`src/rtl/alu_pkg.sv`:
```
// Shared ALU control codes and execute-stage FSM encoding.
// The ALU control decoder imports the same code constants.
package alu_pkg;

    localparam logic [3:0] ALU_AND = 4'b0000;
    localparam logic [3:0] ALU_OR  = 4'b0001;
    localparam logic [3:0] ALU_ADD = 4'b0010;
    localparam logic [3:0] ALU_SUB = 4'b0110;
    localparam logic [3:0] ALU_SLT = 4'b0111;
    localparam logic [3:0] ALU_MUL = 4'b1000;

    typedef enum logic [0:0] {
        ST_IDLE     = 1'b0,
        ST_MUL_BUSY = 1'b1
    } alu_state_e;

    function automatic logic is_sub(input logic [3:0] code);
        return code == ALU_SUB;
    endfunction

endpackage

```
`src/rtl/alu_iter_mul.sv`:
```
// Shift-add iterative multiplier: loads on start, then runs one step per active cycle.
// done_c/product_c present the final low-WIDTH product on the last iteration.
module alu_iter_mul #(
    parameter int unsigned WIDTH      = 32,
    parameter int unsigned MUL_CYCLES = WIDTH
) (
    input  logic             clk,
    input  logic             rst_n,
    input  logic             start,
    input  logic             active,
    input  logic [WIDTH-1:0] op_a,
    input  logic [WIDTH-1:0] op_b,
    output logic             done_c,
    output logic [WIDTH-1:0] product_c
);

    localparam int unsigned CNT_W = (MUL_CYCLES > 1) ? $clog2(MUL_CYCLES) : 1;

    logic [WIDTH-1:0] mcand_q, mcand_d;
    logic [WIDTH-1:0] mplier_q, mplier_d;
    logic [WIDTH-1:0] acc_q, acc_d;
    logic [CNT_W-1:0] cnt_q, cnt_d;
    logic [WIDTH-1:0] addend_c;

    // Accumulator value after this cycle's step; also the final product on the last step.
    assign addend_c  = mplier_q[0] ? mcand_q : '0;
    assign product_c = acc_q + addend_c;
    assign done_c    = active && (cnt_q == CNT_W'(MUL_CYCLES - 1));

    always_comb begin
        mcand_d  = mcand_q;
        mplier_d = mplier_q;
        acc_d    = acc_q;
        cnt_d    = cnt_q;
        if (start) begin
            mcand_d  = op_a;
            mplier_d = op_b;
            acc_d    = '0;
            cnt_d    = '0;
        end else if (active) begin
            acc_d    = product_c;
            mcand_d  = mcand_q << 1;
            mplier_d = mplier_q >> 1;
            cnt_d    = cnt_q + CNT_W'(1);
        end
    end

    always_ff @(posedge clk or negedge rst_n) begin
        if (!rst_n) begin
            mcand_q  <= '0;
            mplier_q <= '0;
            acc_q    <= '0;
            cnt_q    <= '0;
        end else begin
            mcand_q  <= mcand_d;
            mplier_q <= mplier_d;
            acc_q    <= acc_d;
            cnt_q    <= cnt_d;
        end
    end

endmodule

```
`src/rtl/alu_exec_stage.sv`:
```
// Registered ALU execute stage with a single-entry result buffer and valid/ready handshake.
// Define ALU_EXEC_MUL_EN to add the iterative multiplier (code 1000); otherwise 1000 runs as ADD.
module alu_exec_stage
    import alu_pkg::*;
#(
    parameter int unsigned WIDTH      = 32,
    parameter int unsigned MUL_CYCLES = WIDTH
) (
    input  logic             clk,
    input  logic             rst_n,
    input  logic             in_valid,
    output logic             in_ready,
    input  logic [3:0]       alu_ctrl,
    input  logic [WIDTH-1:0] op_a,
    input  logic [WIDTH-1:0] op_b,
    output logic             out_valid,
    input  logic             out_ready,
    output logic [WIDTH-1:0] result,
    output logic             zero,
    output logic             overflow
);

    alu_state_e       state_q, state_d;
    logic             out_valid_q, out_valid_d;
    logic [WIDTH-1:0] result_q, result_d;
    logic             zero_q, zero_d;
    logic             overflow_q, overflow_d;

    logic             accept_c;
    logic             is_mul_c;
    logic [WIDTH-1:0] b_eff_c;
    logic [WIDTH-1:0] sum_c;
    logic [WIDTH-1:0] alu_res_c;
    logic             alu_ovf_c;
    logic             mul_done_c;
    logic [WIDTH-1:0] mul_product_c;

    // Pass-through ready: a draining result frees the buffer in the same cycle.
    assign in_ready = (state_q == ST_IDLE) && (!out_valid_q || out_ready);
    assign accept_c = in_valid && in_ready;

`ifdef ALU_EXEC_MUL_EN
    assign is_mul_c = (alu_ctrl == ALU_MUL);

    alu_iter_mul #(
        .WIDTH      (WIDTH),
        .MUL_CYCLES (MUL_CYCLES)
    ) u_iter_mul (
        .clk       (clk),
        .rst_n     (rst_n),
        .start     (accept_c && is_mul_c),
        .active    (state_q == ST_MUL_BUSY),
        .op_a      (op_a),
        .op_b      (op_b),
        .done_c    (mul_done_c),
        .product_c (mul_product_c)
    );
`else
    assign is_mul_c      = 1'b0;
    assign mul_done_c    = 1'b0;
    assign mul_product_c = '0;
`endif

    // Single-cycle ALU; SUB reuses the adder as a + ~b + 1, unknown codes fall through to ADD.
    always_comb begin
        b_eff_c   = is_sub(alu_ctrl) ? ~op_b : op_b;
        sum_c     = op_a + b_eff_c + WIDTH'(is_sub(alu_ctrl));
        alu_res_c = sum_c;
        alu_ovf_c = (op_a[WIDTH-1] == b_eff_c[WIDTH-1]) && (sum_c[WIDTH-1] != op_a[WIDTH-1]);
        case (alu_ctrl)
            ALU_AND: begin
                alu_res_c = op_a & op_b;
                alu_ovf_c = 1'b0;
            end
            ALU_OR: begin
                alu_res_c = op_a | op_b;
                alu_ovf_c = 1'b0;
            end
            ALU_SLT: begin
                alu_res_c = WIDTH'($signed(op_a) < $signed(op_b));
                alu_ovf_c = 1'b0;
            end
            default: ;
        endcase
    end

    always_comb begin
        state_d     = state_q;
        out_valid_d = out_valid_q;
        result_d    = result_q;
        zero_d      = zero_q;
        overflow_d  = overflow_q;

        if (out_valid_q && out_ready) begin
            out_valid_d = 1'b0;
        end

        case (state_q)
            ST_IDLE: begin
                if (accept_c) begin
                    if (is_mul_c) begin
                        state_d = ST_MUL_BUSY;
                    end else begin
                        out_valid_d = 1'b1;
                        result_d    = alu_res_c;
                        zero_d      = (alu_res_c == '0);
                        overflow_d  = alu_ovf_c;
                    end
                end
            end
            ST_MUL_BUSY: begin
                if (mul_done_c) begin
                    state_d     = ST_IDLE;
                    out_valid_d = 1'b1;
                    result_d    = mul_product_c;
                    zero_d      = (mul_product_c == '0);
                    overflow_d  = 1'b0;
                end
            end
            default: state_d = ST_IDLE;
        endcase
    end

    always_ff @(posedge clk or negedge rst_n) begin
        if (!rst_n) begin
            state_q     <= ST_IDLE;
            out_valid_q <= 1'b0;
            result_q    <= '0;
            zero_q      <= 1'b0;
            overflow_q  <= 1'b0;
        end else begin
            state_q     <= state_d;
            out_valid_q <= out_valid_d;
            result_q    <= result_d;
            zero_q      <= zero_d;
            overflow_q  <= overflow_d;
        end
    end

    assign out_valid = out_valid_q;
    assign result    = result_q;
    assign zero      = zero_q;
    assign overflow  = overflow_q;

endmodule

```
`config.mk`:
```
export PLATFORM = sky130hd
export DESIGN_NAME = alu_exec_stage
export DESIGN_NICKNAME = d
export VERILOG_FILES = /design/src/rtl/alu_pkg.sv /design/src/rtl/alu_iter_mul.sv /design/src/rtl/alu_exec_stage.sv
export SDC_FILE = /design/constraint.sdc
export NUM_CORES = 1
export LEC_CHECK = 0
export CORE_MARGIN = 2
export CORE_UTILIZATION = 35
export CTS_BUF_LIST = sky130_fd_sc_hd__clkbuf_8 sky130_fd_sc_hd__clkbuf_16
export CTS_CLUSTER_DIAMETER = 150
export DETAILED_ROUTE_END_ITERATION = 10
export RECOVER_POWER = 100
export SYNTH_ARGS = -nofsm -noshare
export SYNTH_HDL_FRONTEND = slang
export SYNTH_HIERARCHICAL = 1
export SYNTH_SLANG_ARGS = --single-unit
```
`constraint.sdc`:
```
create_clock -name clk -period 5.15 [get_ports clk]
set_input_delay 1.03 -clock clk [delete_from_list [all_inputs] [get_ports clk]]
set_output_delay 1.03 -clock clk [all_outputs]
set_load 0.03 [all_outputs]
```
* After elaboration in Yosys (flattened, before gate mapping)
Index checks and enable logic that the tools add are counted.
** Storage, ports and cells
- Bits of input ports :: 72
- Bits in registers :: 36
- Logic and storage cells :: 41
- Output and inout bits :: 36
** Operators by class
- Bitwise logic cells :: 4
- Order comparisons :: 1
- Equality and inequality tests :: 6
- Add/sub/neg operators :: 2
- Reductions and logical operators :: 10
- Multiplexer cells :: 13
** Operators by type and width (count)
- $mux 32 :: 3
- $pmux 32 s3 :: 1
- $add 32x1->32 :: 1
- $add 32x32->32 :: 1
- $and 32x32->32 :: 1
- $logic_not 32->1 :: 1
- $lt 32x32->1 :: 1
- $not 32->32 :: 1
- $or 32x32->32 :: 1
- $eq 4x3->1 const B :: 2
- $mux 1 :: 7
- $eq 4x1->1 const B :: 1
- $logic_and 1x1->1 :: 4
- $logic_not 4->1 :: 1
- $pmux 1 s2 :: 2
- $reduce_or 3->1 :: 1
- $ne 2x2->1 const B :: 1
- $reduce_and 2->1 :: 1
- $eq 1x1->1 :: 1
- $logic_not 1->1 :: 1
- $logic_or 1x1->1 :: 1
- $ne 1x1->1 :: 1
- $not 1->1 :: 1

* Longest topological paths before layout
Gate-level depths: netlist of the first run.
- Word-level depth :: 9
- Mapped depth :: 17
- Gate-level depth less buffers :: 14

* Worst setup path before layout of the first run
Ideal clock, no wire load.
- Kind :: input -> register
- Start point :: input port alu_ctrl[0]
- End point :: register zero_q, in the netlist zero
- Setup time :: 0.122 ns
- Arrival time :: 4.806 ns
- Setup slack :: 0.222 ns
- Stages :: 17
- Path through :: buf_6 -> nor4bb_4 -> buf_4 -> buf_1 -> xnor2_1 -> ha_1 -> clkbuf_1 -> a211o_1 -> a311o_1 -> or2_1 -> a21oi_2 -> o21bai_1 -> or4_1 -> a31oi_1 -> xor2_1 -> a21oi_1 -> a32o_1
** On the way
- Word-level cells in the longest chain between the ends :: 8
- Elaborated cells between the ends (all ways) :: 11
- Classes of those cells :: add/sub: 2; eq/ne: 3; mux: 4; reduce/logical: 2
** Ends and longest elaborated chain
- start, declared :: line alu_exec_stage.sv:13 : input logic [3:0] alu_ctrl,
- $eq 4x3->1 :: line alu_pkg.sv:18 : return code == ALU_SUB;
- $mux 32 :: line alu_exec_stage.sv:66 : b_eff_c = is_sub(alu_ctrl) ? ~op_b : op_b;
- $add 32x32->32 :: line alu_exec_stage.sv:67 : sum_c = op_a + b_eff_c + WIDTH'(is_sub(alu_ctrl));
- $add 32x1->32 :: line alu_exec_stage.sv:67
- $pmux 32 s3 (*) :: line alu_exec_stage.sv:70 : case (alu_ctrl)
- $logic_not 32->1 (*) :: line alu_exec_stage.sv:106 : zero_d = (alu_res_c == '0);
- $mux 1 (*) :: line alu_exec_stage.sv:100 : if (accept_c) begin
- $mux 1 (*) :: line alu_exec_stage.sv:98 : case (state_q)
- end signal, assigned :: line alu_exec_stage.sv:135 : zero_q <= zero_d;
- end, declared :: line alu_exec_stage.sv:26 : logic zero_q, zero_d;
Every way passes the cells marked *; elsewhere a longest branch is shown, timed or not. The select of a mux whose other input is x is not followed.
A chain may end at the register's enable or synchronous reset.

* Worst setup path after layout of the first run
- Start point :: input port alu_ctrl[2]
- End point :: register zero_q, in the netlist zero
The elaborated chain is that of the path after synthesis.

==> results of run 1 <==
==> area by class of cell <==
cell class	instances	area share (%)
flip-flops and latches	35	11.01
clock buffers	5	1.573
repair buffers	170	19.51
clock inverters	3	0.1888
multi-input cells	640	60.02
inverters	88	4.154
well taps	225	3.540
==> synthesized netlist by cell type, types with 3 or more instances <==
master                        n  area [sq um]
sky130_fd_sc_hd__a31oi_1      8         50.05
sky130_fd_sc_hd__nand2b_1     6         37.54
sky130_fd_sc_hd__buf_1        6         22.52
sky130_fd_sc_hd__o21bai_1     3         22.52
sky130_fd_sc_hd__nor2_1      57         214.0
sky130_fd_sc_hd__dfrtp_1     35         875.8
sky130_fd_sc_hd__o31ai_1      6         45.04
sky130_fd_sc_hd__o32ai_1      3         26.28
sky130_fd_sc_hd__or4_1        4         30.03
sky130_fd_sc_hd__and2_1       5         31.28
sky130_fd_sc_hd__nor4_1      11         68.82
sky130_fd_sc_hd__and3_1       3         18.77
sky130_fd_sc_hd__or3_1        6         37.54
sky130_fd_sc_hd__clkbuf_1    25         93.84
sky130_fd_sc_hd__nand3b_1     5         37.54
sky130_fd_sc_hd__a21o_1       7         52.55
sky130_fd_sc_hd__o211ai_1     4         30.03
sky130_fd_sc_hd__inv_1       88         330.3
sky130_fd_sc_hd__o31a_1       3         26.28
sky130_fd_sc_hd__a2111oi_0    4         35.03
sky130_fd_sc_hd__o221ai_1     3         26.28
sky130_fd_sc_hd__xor2_1       5         43.79
sky130_fd_sc_hd__o21a_1      10         75.07
sky130_fd_sc_hd__o22ai_1      7         43.79
sky130_fd_sc_hd__mux2_2       8         90.09
sky130_fd_sc_hd__ha_1       126          1577
sky130_fd_sc_hd__a211oi_1    13         97.59
sky130_fd_sc_hd__mux2i_1     16         160.2
sky130_fd_sc_hd__nor3_1      11         55.05
sky130_fd_sc_hd__nand4_1     18         112.6
sky130_fd_sc_hd__o21ai_0     53         265.3
sky130_fd_sc_hd__nand2_1     80         300.3
sky130_fd_sc_hd__xnor2_1     40         350.3
sky130_fd_sc_hd__nand3_1      8         40.04
sky130_fd_sc_hd__and3b_1      3         26.28
sky130_fd_sc_hd__a21oi_1     61         305.3
sky130_fd_sc_hd__nor2b_1      5         31.28
sky130_fd_sc_hd__a211o_1      3         26.28
==> metrics by stage <==
step	setup TNS (ps)	util, %	power [mW]	instances
3_3_place_gp	-52.25	45.25	1.430	1157
6_report	0	46.30	1.700	1166
2_1_floorplan	0	-	0.9946	797
3_5_place_dp	-87.94	45.25	1.438	1157
4_1_cts	0	46.07	1.724	1165
5_1_grt	-36.06	46.30	1.828	1166
==> cells in the final DEF (no fill, tap or decap), drive strengths merged, types with 10 or more instances in the layout <==
| cell | instances |
|---|---|
| nand4 | 18 |
| a21oi | 62 |
| mux2i | 16 |
| nor4 | 11 |
| dlygate4sd3 | 37 |
| buf | 63 |
| nand2 | 80 |
| a211oi | 13 |
| o21a | 10 |
| xnor2 | 40 |
| dfrtp | 35 |
| nor2 | 57 |
| ha | 126 |
| nor3 | 11 |
| o21ai | 54 |
| inv | 88 |
| clkdlybuf4s50 | 69 |
==> sequential cells by signal (all words and copies together) (netlist names) <==
name       count
result        32
out_valid      1
overflow       1
zero           1
==> repair_timing <==
item                       CTS  global route
setup endpoints to repair    0             1
gates resized for setup      0             9
buffers inserted             0             1
==> metal layers <==
| metal | vias up | global-route usage [%] | wire, um |
|---|---|---|---|
| li1 | 3088 | - | - |
| met1 | 2762 | 28.59 | 8990 |
| met2 | 159 | 29.88 | 7409 |
| met3 | 11 | 2.013 | 926 |
| met4 | 0 | 2.546 | 150 |
| met5 | - | 0 | 0 |
==> report_power, final <==
group	total (mW)	internal, mW	leakage [nW]	switching (mW)
Sequential	0.379	0.342	0.429	0.0361
Clock	0.282	0.176	0.0733	0.106
Combinational	1.04	0.447	3.21	0.592
Total	1.70	0.965	3.71	0.735
==> path summary, 6_finish.rpt <==
path	startpoint	end	cells past startpoint
min in group asynchronous	rst_n	result[5]	2
min reg2reg	result[17]	result[17]	2
max reg2reg	out_valid	zero	10
min	result[17]	result[17]	2
max	alu_ctrl[2]	zero	16
max in group asynchronous	rst_n	result[16]	2
==> worst max-delay path, stage by stage <==
cell and delay [ps]:
sky130_fd_sc_hd__clkdlybuf4s50_1 500, sky130_fd_sc_hd__nor4bb_4 280, sky130_fd_sc_hd__buf_4 180, sky130_fd_sc_hd__buf_12 140, sky130_fd_sc_hd__xnor2_1 170, sky130_fd_sc_hd__fa_1 260
sky130_fd_sc_hd__a211oi_2 90, sky130_fd_sc_hd__o31a_1 330, sky130_fd_sc_hd__a2111o_1 430, sky130_fd_sc_hd__and2_1 180, sky130_fd_sc_hd__a31o_2 290, sky130_fd_sc_hd__xnor2_1 190
sky130_fd_sc_hd__a2111oi_2 400, sky130_fd_sc_hd__nand4_1 160, sky130_fd_sc_hd__nor4_2 250, sky130_fd_sc_hd__a32o_1 190
==> logic make-up after synthesis <==
logic type / Yosys count
AND/OR/NAND/NOR: 234
AO/OA/AOI/OAI: 210
adder cells (fa/ha/maj): 127
buffers and inverters: 122
XOR/XNOR: 45
flip-flops: 35
multiplexers: 24
==> results_dict.tcl, run 1 <==
set metrics [dict create \
    synth_xor_area_share_pct 6.475 \
    period_share_pct 94.70 \
    syn_area_per_cell_sq_um 7.638 \
    critPathRequiredTime_ps 5360 \
    gp_congestion 0.9150 \
    wl_per_cell_um 14.99 \
    outcome "complete, but fails checks" \
    placement.io_buffers 107 \
    synth-async-reset-ratio_pct 100.0 \
    htree_levels 2 \
    worstSetupStartpointType "input pin" \
    synth_area_in_adders_pct 26.23 \
    crit_path_max_fanout 10 \
    area_growth_pct 30.65 \
    fin_skew_ps 1.563 \
    worst_setup_slack_post_dpl_ps -87.94 \
    netlist_instances 797 \
    routed_via_density 5.163 \
    grt_pass1_vias 5575 \
    seq_area_frac_synth_pct 14.39 \
    multi_input_area_sq_um 4773 \
    setup_slack_ps 273.0 \
    drive_above_1_share_pct 9.777 \
    finalHoldViolations 0 \
    clkSinkCount 35 \
    pins_over_their_slew_limit 36 \
    synth.lib_cells_used.distinct 67 \
    globalRouteTotalUtil_pct 19.00 \
    max-cap-violations 1 \
    pre_antenna_drt_iters 5 \
    dp_hpwl_mm 14.74 \
    layout.cell_area.non_filler_sq_um 7953 \
    post_syn_area_sq_um 6087 \
    dieWidth_um 135.9 \
    synth_mux_area_share_pct 4.111 \
    fmaxAchievable_ghz 0.2050 \
    post_synthesis_sequential_element_count 35 \
    num_rows 48 \
    maximum_number_of_pins_on_one_net_before_global_route_repair 55 \
    overall_routed_net_length_mm 17.48 \
    final.min_clock_period_ps 4877 \
    numCtsBuffers 5 \
    power_density_nw_per_um2 213.7 \
    drt-initial-drc-count 339 \
    vias 6020 \
    core-area_sq_um 17180 \
    cts_tree "built" \
    synth_ff_type "sky130_fd_sc_hd__dfrtp_1" \
    synth.yosys.warnings 6 \
    antenna-diode-count 0 \
    total_leakage_power_nw 3.713 \
    area_fraction_in_compound_gates_after_synthesis_pct 21.97 \
    tightest_slew_ps 1828 \
    syn-num-nets 996 \
    grt_pass1_wl_mm 28.26 \
    timing.final.setup_violations 0 \
    critPathCaptureType "flip-flop" \
    die_ht_um 135.9 \
    detailed_place.area_sq_um 7772 \
    remaining_routing_drc_violations 0 \
    combinational_family_with_the_most_area_after_synthesis "adder cells" \
    worst-setup-path-type "in -> reg" \
    finish.net_count 1139 \
    arrival_ps 5090 \
    nFillCells 1814 \
    worstSkewPairLatency_ps 270 \
    failed_checks "max-capacitance violations, max-slew violations" \
    antenna_left 0 \
    cts_root_buffer "sky130_fd_sc_hd__clkbuf_16" \
    synth_simple_gate_area_share_pct 19.10 \
    starting_density_pct 35.44 \
    max-slew-margin-rel_pct -21.90 \
    reg2reg_slack_ps 2760 \
    peakVddDrop_mv 0.2285 \
    ff_latch_area_sq_um 875.8 \
    die-area_sq_um 18460 \
    hold-worst-slack_ps 465.6 \
    cts.clk_slew.worst_paths_ps 50 \
    clock_tree.buffer_depth 2 \
    hold_path.class "reg -> reg" \
    grt-ovfl-total 0 \
    cts_hold_repair.buffers 0 \
    boundary_pin_count 108 \
    antenna_found_initial 0 \
    synth_edf_count 0 \
]
(Power assumes the default switching activity.)
==> inputs of run 2 (changes only) <==
Settings changed: GPL_ROUTABILITY_DRIVEN set to 0.
==> run 2 against run 1 <==
The run still ends with max-capacitance violations, max-slew violations left. Combinational power barely moved. Flip-flop and latch count did not move. Critical path depth rose by 1. Die area did not move. Sequential power barely moved. Largest power group unchanged. Highest routed layer unchanged. Cell count fell by 0.26%.
==> results_dict.tcl, run 2 (synthesized netlist as in run 1, its figures left out) <==
set metrics [dict create \
    fin_skew_ps 0.9255 \
    final_cell_mix "126 x sky130_fd_sc_hd__ha_1, 89 x sky130_fd_sc_hd__inv_1, 80 x sky130_fd_sc_hd__nand2_1" \
    grt-ovfl-total 0 \
    tightest_slew_ps 1872 \
    largest_register_ffs 32 \
    cts_root_buffer "sky130_fd_sc_hd__clkbuf_16" \
    maximum_number_of_pins_on_one_net_before_global_route_repair 55 \
    arrival_ps 5130 \
    finalHoldViolations 0 \
    grt_pass1_wl_mm 28.32 \
    crit_path_max_fanout 10 \
    remaining_routing_drc_violations 0 \
    numCtsBuffers 5 \
    wl_met3_um 914 \
    dieWidth_um 135.9 \
    worst-setup-path-type "in -> reg" \
    antenna_found_initial 0 \
    max-cap-violations 1 \
    hold_path.class "reg -> reg" \
    die_ht_um 135.9 \
    cts.clk_slew.worst_paths_ps 50 \
    clock_tree.buffer_depth 2 \
    worstSkewPairLatency_ps 270 \
    final.min_clock_period_ps 4920 \
    starting_density_pct 35.44 \
    top_layer_used "met4" \
    drive_above_1_share_pct 9.808 \
    finish.net_count 1136 \
    critPathRequiredTime_ps 5360 \
    wl_met1_mm 8.948 \
    outcome "complete, but fails checks" \
    dp_hpwl_mm 14.78 \
    period_share_pct 95.54 \
    cts_tree "built" \
    core-area_sq_um 17180 \
    peakVddDrop_mv 0.2378 \
    critPathCaptureType "flip-flop" \
    grt_pass1_vias 5603 \
    routed_via_density 5.142 \
    overall_routed_net_length_mm 17.52 \
    die-area_sq_um 18460 \
    antenna-diode-count 0 \
    layout.cell_area.non_filler_sq_um 7964 \
    total_leakage_power_nw 3.707 \
    antenna_left 0 \
    area_growth_pct 30.83 \
    clkSinkCount 35 \
    detailed_place.area_sq_um 7750 \
    boundary_pin_count 108 \
    routed-wl-met2_mm 7.564 \
    total_power_mw 1.727 \
    wl_per_cell_um 15.06 \
    fmaxAchievable_ghz 0.2032 \
    globalRouteTotalUtil_pct 18.92 \
    worstSetupStartpointType "input pin" \
    htree_levels 2 \
    max-slew-margin-rel_pct -24.80 \
    num_rows 48 \
    vias 5980 \
    timing.final.setup_violations 0 \
    drt-initial-drc-count 320 \
    pre_antenna_drt_iters 5 \
    mostFrequentLayoutCell "sky130_fd_sc_hd__ha_1" \
    failed_checks "max-capacitance violations, max-slew violations" \
    power_density_nw_per_um2 216.9 \
    pins_over_their_slew_limit 36 \
    placement.io_buffers 107 \
]
run 2: cell count changes in the layout (fill, tap and decap cells not counted):
cell	change
sky130_fd_sc_hd__a31oi_2	+1
sky130_fd_sc_hd__a21oi_2	+1
sky130_fd_sc_hd__a21oi_1	-1
sky130_fd_sc_hd__a211oi_2	+1
sky130_fd_sc_hd__a31oi_1	-1
sky130_fd_sc_hd__buf_4	-3
sky130_fd_sc_hd__a211oi_1	-1
sky130_fd_sc_hd__clkinv_2	-3
sky130_fd_sc_hd__fa_1	-1
sky130_fd_sc_hd__fa_2	+1
sky130_fd_sc_hd__inv_1	+1
sky130_fd_sc_hd__clkbuf_8	+2
run 2: path summary, 6_finish.rpt:
| path | cells after the start | start | slack (ps) | endpoint |
|---|---|---|---|---|
| setup / recovery | 17 | alu_ctrl[2] | 230 | zero |
| hold / removal | 2 | result[25] | 470 | result[25] |
| setup reg to reg | 10 | out_valid | 2730 | zero |
| hold reg to reg | 2 | result[25] | 470 | result[25] |
| max in group asynchronous | 2 | rst_n | 2260 | result[17] |
| min in group asynchronous | 2 | rst_n | 1810 | out_valid |
run 2: repair_timing:
item                                    in CTS  in global routing
endpoints found under the setup margin       0                  1
gates resized for setup                      0                 13
setup buffers                                0                  1
hold buffers                                 0                  0
run 2: stage by stage:
| step | setup TNS [ps] | setup WS, ps | util (%) | std cells | hold slack (ps) |
|---|---|---|---|---|---|
| after floorplan | 0 | 222.4 | - | 797 | 650.3 |
| after global placement | -32.34 | -32.34 | 45.12 | 1154 | 460.9 |
| after detailed placement | -69.25 | -69.25 | 45.12 | 1154 | 465.8 |
| after CTS | 0 | 169.1 | 46.03 | 1162 | 478.5 |
| after global routing | -11.30 | -11.30 | 46.37 | 1163 | 491.0 |
| final | 0 | 229.8 | 46.37 | 1163 | 468.4 |
run 2: per-layer routing:
| metal | vias to the layer above | track usage [%] |
|---|---|---|
| met5 | - | 0 |
| met4 | 0 | 2.604 |
| met3 | 8 | 1.641 |
| met2 | 156 | 30.25 |
| met1 | 2729 | 28.25 |
| li1 | 3087 | - |
run 2: final cells by class:
type / count / area, sq um
inverters: 88 / 330.3
fillers: 1751 / 9213
well taps: 225 / 281.5
flip-flops and latches: 35 / 875.8
clock inverters: 1 / 3.754
clock buffers: 7 / 152.6
repair buffers: 167 / 1529
multi-input cells: 640 / 4791
run 2: where the power goes:
part	leakage, nW	switching, mW	total, mW	internal, mW
clock	0.0813	0.104	0.307	0.204
combinational	3.20	0.596	1.04	0.445
sequential	0.429	0.0353	0.378	0.342
run 2: critical path, cell delays in order:
cell,delay [ps]
sky130_fd_sc_hd__clkdlybuf4s50_1,540
sky130_fd_sc_hd__nor4bb_4,300
sky130_fd_sc_hd__buf_4,180
sky130_fd_sc_hd__buf_12,140
sky130_fd_sc_hd__nand2_1,50
sky130_fd_sc_hd__o21ai_0,130
sky130_fd_sc_hd__fa_2,270
sky130_fd_sc_hd__a211oi_2,70
sky130_fd_sc_hd__o31a_1,320
sky130_fd_sc_hd__a2111o_1,450
sky130_fd_sc_hd__and2_1,190
sky130_fd_sc_hd__a31o_2,290
sky130_fd_sc_hd__and4_1,200
sky130_fd_sc_hd__nor3_1,330
sky130_fd_sc_hd__nand4_1,150
sky130_fd_sc_hd__nor4_2,280
sky130_fd_sc_hd__a32o_1,190
